`src/rtl/mem0_stage.sv`:
```
// First memory pipeline stage: holds the execute result, issues one data-SRAM
// request per load/store over a req/addr_ok handshake and forwards the mem1 bus.
module mem0_stage #(
  parameter int EX2MEM0_W   = 108,
  parameter int MEM02MEM1_W = 77
) (
  input  logic                   clk_i,
  input  logic                   rst_ni,
  input  logic [EX2MEM0_W-1:0]   ex2mem0_bus_i,
  input  logic                   ctl_ex_over_i,
  output logic                   ctl_mem0_allowin_o,
  input  logic                   ctl_mem1_allowin_i,
  output logic [MEM02MEM1_W-1:0] mem0_2_mem1_bus_o,
  output logic                   ctl_mem0_over_o,
  output logic [4:0]             ctl_mem0_dest_o,
  output logic [31:0]            ctl_mem0_pc_o,
  output logic                   data_req_o,
  output logic                   data_wr_o,
  output logic [1:0]             data_size_o,
  output logic [31:0]            data_addr_o,
  output logic [3:0]             data_wstrb_o,
  output logic [31:0]            data_wdata_o,
  input  logic                   data_addr_ok_i,
  output logic                   ale_o
);

  typedef enum logic [1:0] {S_IDLE, S_WAIT, S_DONE} state_t;

  state_t               r_state;
  logic                 r_valid;
  logic [EX2MEM0_W-1:0] r_bus;

  logic [5:0]  w_mem_ctl;
  logic [31:0] w_st_data;
  logic [31:0] w_result;
  logic [4:0]  w_rd_addr;
  logic        w_rd_we;
  logic [31:0] w_pc;
  logic        w_load;
  logic        w_store;
  logic        w_is_mem;
  logic [1:0]  w_size;
  logic        w_ale;
  logic        w_req;
  logic        w_hs;
  logic        w_over;
  logic        w_allowin;
  logic [3:0]  w_wstrb;
  logic [31:0] w_wdata;
  logic        w_unused;

  assign w_mem_ctl = r_bus[107:102];
  assign w_st_data = r_bus[101:70];
  assign w_result  = r_bus[69:38];
  assign w_rd_addr = r_bus[37:33];
  assign w_rd_we   = r_bus[32];
  assign w_pc      = r_bus[31:0];
  assign w_unused  = w_mem_ctl[0];

  // A store bit wins over a load bit; size 11 is folded into word.
  assign w_store  = w_mem_ctl[4];
  assign w_load   = w_mem_ctl[5] & ~w_mem_ctl[4];
  assign w_is_mem = w_mem_ctl[5] | w_mem_ctl[4];
  assign w_size   = w_mem_ctl[3] ? 2'b10 : w_mem_ctl[3:2];

  assign w_ale = r_valid & w_is_mem &
                 (((w_size == 2'b01) & w_result[0]) | (w_size[1] & (|w_result[1:0])));

  assign w_req     = r_valid & w_is_mem & ~w_ale & (r_state != S_DONE);
  assign w_hs      = w_req & data_addr_ok_i;
  assign w_over    = r_valid & (~w_is_mem | w_ale | (r_state == S_DONE) | w_hs);
  assign w_allowin = ~r_valid | (w_over & ctl_mem1_allowin_i);

  always_comb begin
    w_wstrb = '0;
    w_wdata = w_st_data;
    case (w_size)
      2'b00: begin
        w_wstrb = 4'b0001 << w_result[1:0];
        w_wdata = {4{w_st_data[7:0]}};
      end
      2'b01: begin
        w_wstrb = 4'b0011 << {w_result[1], 1'b0};
        w_wdata = {2{w_st_data[15:0]}};
      end
      default: w_wstrb = '1;
    endcase
    if (!w_store) w_wstrb = '0;
  end

  always_ff @(posedge clk_i or negedge rst_ni) begin
    if (!rst_ni) begin
      r_valid <= 1'b0;
      r_state <= S_IDLE;
    end else begin
      if (w_allowin) r_valid <= ctl_ex_over_i;
      case (r_state)
        S_IDLE: begin
          if (w_req && !data_addr_ok_i)          r_state <= S_WAIT;
          else if (w_hs && !ctl_mem1_allowin_i)  r_state <= S_DONE;
        end
        S_WAIT: begin
          if (data_addr_ok_i) r_state <= ctl_mem1_allowin_i ? S_IDLE : S_DONE;
        end
        S_DONE: begin
          if (ctl_mem1_allowin_i) r_state <= S_IDLE;
        end
        default: r_state <= S_IDLE;
      endcase
    end
  end

  always_ff @(posedge clk_i or negedge rst_ni) begin
    if (!rst_ni)                         r_bus <= '0;
    else if (w_allowin && ctl_ex_over_i) r_bus <= ex2mem0_bus_i;
  end

  assign ctl_mem0_allowin_o = w_allowin;
  assign ctl_mem0_over_o    = w_over;
  assign ctl_mem0_dest_o    = w_rd_addr & {5{r_valid}};
  assign ctl_mem0_pc_o      = w_pc;
  assign ale_o              = w_ale;

  assign data_req_o   = w_req;
  assign data_wr_o    = w_store;
  assign data_size_o  = w_size;
  assign data_addr_o  = w_result;
  assign data_wstrb_o = w_wstrb;
  assign data_wdata_o = w_wdata;

  assign mem0_2_mem1_bus_o = {w_load, w_mem_ctl[1], w_size, w_result[1:0], w_ale,
                              w_result, w_rd_addr, w_rd_we & ~w_ale, w_pc};

endmodule

```
`config.mk`:
```
export PLATFORM = sky130hd
export DESIGN_NAME = mem0_stage
export DESIGN_NICKNAME = d
export VERILOG_FILES = /design/src/rtl/mem0_stage.sv
export SDC_FILE = /design/constraint.sdc
export NUM_CORES = 1
export LEC_CHECK = 0
export BUFFER_PORTS_ARGS = -buffer_cell sky130_fd_sc_hd__buf_2
export CAP_MARGIN = 5
export CELL_PAD_IN_SITES_DETAIL_PLACEMENT = 2
export CELL_PAD_IN_SITES_GLOBAL_PLACEMENT = 2
export CORE_ASPECT_RATIO = 0.7
export CORE_MARGIN = 2
export CORE_UTILIZATION = 28
export CTS_CLUSTER_DIAMETER = 30
export DETAILED_ROUTE_END_ITERATION = 8
export PLACE_DENSITY_LB_ADDON = 0.08
export RECOVER_POWER = 100
export SLEW_MARGIN = 0
export SYNTH_ARGS = -nofsm -noshare
export SYNTH_HDL_FRONTEND = slang
export SYNTH_SLANG_ARGS = --single-unit
export TNS_END_PERCENT = 5
```
`constraint.sdc`:
```
create_clock -name clk_i -period 2.1 [get_ports clk_i]
set_input_delay 0.42 -clock clk_i [delete_from_list [all_inputs] [get_ports clk_i]]
set_output_delay 0.42 -clock clk_i [all_outputs]
set_load 0.01 [all_outputs]
```
==> impl_metrics.tcl <==
set metrics [dict create \
    outcome "completed" \
    yosysMostFrequentCell "buf_4" \
    synth-seq-area-share 0.469 \
    synthTopCellsByCount "buf_4, dfrtp_1, mux2_2" \
    worstPathArrival_ns 2.27 \
    synth_top_area_frac 0.469 \
    netlist_top_cells_area "dfrtp_1, buf_4, mux2_2, mux2_4, mux2i_1" \
    synth_nets 576 \
    avgSynthCellArea_um2 12.7 \
    die-area_um2 22100 \
    grt.overflow.total 0 \
    combPwrFrac 0.393 \
    min_period_ns 2.04 \
    tightest_slew_ns 0.948 \
    vias 3856 \
    drtPass1Iterations 4 \
    hold_viol_final 0 \
    clk_pin_slew_worst_paths_ns 0.08 \
    nNetsFinal 743 \
    gp_routability_congestion 0.697 \
    grt_antenna_before_repair 1 \
    ys_types 24 \
    grt_util_all_layers 0.145 \
    leakagePower_nw 3.06 \
    viasPerCell 4.23 \
    synth_cells 463 \
    io_pins 302 \
    cts_root_buf "clkbuf_16" \
    start_util 0.284 \
    slew_violations 0 \
    area_growth_pct 17.0 \
    core_um2 20600 \
    yosysTopAreaCell "dfrtp_1" \
    max_cap_violations 0 \
    die_h_um 125 \
    drcViolationCount 0 \
    slew_headroom 0.368 \
    grt_max_degree 61 \
    p_switching_mw 3.05 \
    p_int_mw 5.24 \
    timing.final.crit_share 0.969 \
    pre_cts_ws_ns 0.134 \
    max_freq_mhz 491 \
    final_antenna_net_count 0 \
    wl_um 16200 \
    peakVddDrop_mv 0.346 \
    drtIter0Drc 82 \
    first_global_vias 4306 \
    numCtsBuffers 9 \
    fp-row-count 44 \
    grt_pass1_wl_um 25100 \
    worstPathMaxFanout 23 \
    critPathKind "flip-flop to flip-flop" \
    dp_hpwl_um 11900 \
    die_x_um 177 \
    ys_async_sr_fraction 1.00 \
    start_kind "flip-flop" \
    worstSetupEndpointType "flip-flop" \
    power_density_nw_per_um2 1210 \
    synth_edf_count 0 \
    reg2reg_depth 8 \
    ys_seq_elements 110 \
    io_buffers 300 \
    synth_flop_cell "dfrtp_1" \
    syn_area_um2 5870 \
    seq_power_share 0.385 \
    switching_share 0.368 \
    hp-class "input pin to flip-flop" \
    drive_above_1_share 0.474 \
    cts_tree "built" \
    n_antenna_cell 0 \
    clkSinkCount 110 \
    htreeDepth 3 \
    final_core_utilization 0.332 \
    rsz0062_at_grt "yes" \
    clk_path_buf_depth 2 \
    clk_latency_ns 0.35 \
    pwr-share-clk 0.222 \
    drt-wirelength-per-cell_um 17.8 \
    finalSetupViolCount 0 \
    holdPathStages 2 \
    yosys_warnings 0 \
    finalClockSkew_ns 0.0105 \
    cp.required_ns 2.33 \
    layout_setup_ws_ns 0.0643 \
]
kinds of logic (layout without fill, tap and decap cells):
family / after synthesis / count (layout) / synth area share
AO/OA/AOI/OAI: 21 / 21 / 0.0247
buffers and inverters: 168 / 340 / 0.209
flip-flops: 110 / 110 / 0.469
multiplexers: 131 / 131 / 0.269
AND/OR/NAND/NOR: 33 / 33 / 0.0277
critical path, cell delays in order, from the launching register on:
cell and delay (ns):
dfrtp_1 0.40, and2_4 0.18, a2111oi_4 0.32, buf_4 0.18, buf_6 0.09, a21oi_4 0.05
buf_12 0.16, clkbuf_16 0.21, mux2_4 0.31
cell usage in the layout, fill, tap and decap left out, types with 2 or more instances in the layout:
cell / synthesis / layout
clkbuf_4: 0 / 2
nand2_1: 10 / 10
inv_1: 4 / 4
dfrtp_1: 110 / 109
mux2i_1: 8 / 8
and2_1: 6 / 5
buf_6: 4 / 4
mux2_4: 30 / 30
nor2b_1: 5 / 5
a21oi_1: 3 / 3
buf_4: 149 / 5
clkbuf_16: 0 / 11
mux2_2: 93 / 93
clkbuf_8: 0 / 2
o21ai_0: 11 / 9
o21a_1: 3 / 2
clkbuf_1: 2 / 165
buf_12: 0 / 3
nand2b_1: 2 / 2
clkinv_4: 0 / 3
buf_2: 7 / 137
nor2_1: 8 / 8
power groups by stage:
stage / clock network (mW) / logic (mW) / registers, mW
after floorplan: 0 / 3.01 / 3.09
after detailed placement: 0 / 3.49 / 3.22
final: 1.84 / 3.25 / 3.19
after global routing: 2.03 / 3.54 / 3.32
after CTS: 1.94 / 3.52 / 3.19
after global placement: 0 / 3.44 / 3.18
through the flow:
stage / std cells / hold WS (ns) / TNS [ns] / total power [mW] / cell area, um2
6_report: 911 / 0.259 / 0 / 8.29 / 6860
5_1_grt: 911 / 0.259 / -0.100 / 8.89 / 6860
2_1_floorplan: 463 / 0.124 / 0 / 6.10 / 5870
3_5_place_dp: 888 / 0.309 / 0 / 6.71 / 6660
3_3_place_gp: 888 / 0.303 / 0 / 6.62 / 6660
4_1_cts: 907 / 0.251 / -1.34 / 8.65 / 7000
final cells by class:
cell class,count,area (um2)
well taps,276,345
clock inverters,5,65.1
inverters,4,15.0
flip-flops and latches,110,2750
clock buffers,11,253
fillers,2302,13800
multi-input cells,185,1900
repair buffers,320,1530
per-layer routing:
metal	global-route usage	share of wire
met5	0	0
met2	0.238	0.49
met4	0.0374	0.011
met1	0.186	0.43
met3	0.0432	0.066
sequential cells by signal, indices dropped and copies added, names as in the netlist:
signal / cells
r_state: 2
r_bus: 107
r_valid: 1
repair_timing:
item | 4_1_cts | 5_1_grt
setup endpoints to repair | 3 | 118
endpoints found under the hold margin | 12 | 0
buffers inserted | 2 | 1
gates resized for setup | 3 | 10
cloned | 0 | 3
hold buffers | 1 | 0
pin swaps | 1 | 3
path summary, 6_finish.rpt:
check                                   start         end  slack (ns)
setup / recovery                   r_bus[104]   r_bus[31]        0.06
hold / removal             ctl_mem1_allowin_i  r_state[1]        0.26
setup reg to reg                   r_bus[104]   r_bus[31]        0.06
hold reg to reg                     r_bus[89]   r_bus[89]        0.51
max in group asynchronous              rst_ni   r_bus[78]        0.29
min in group asynchronous              rst_ni    r_bus[1]        0.72
(Power assumes the default switching activity.)
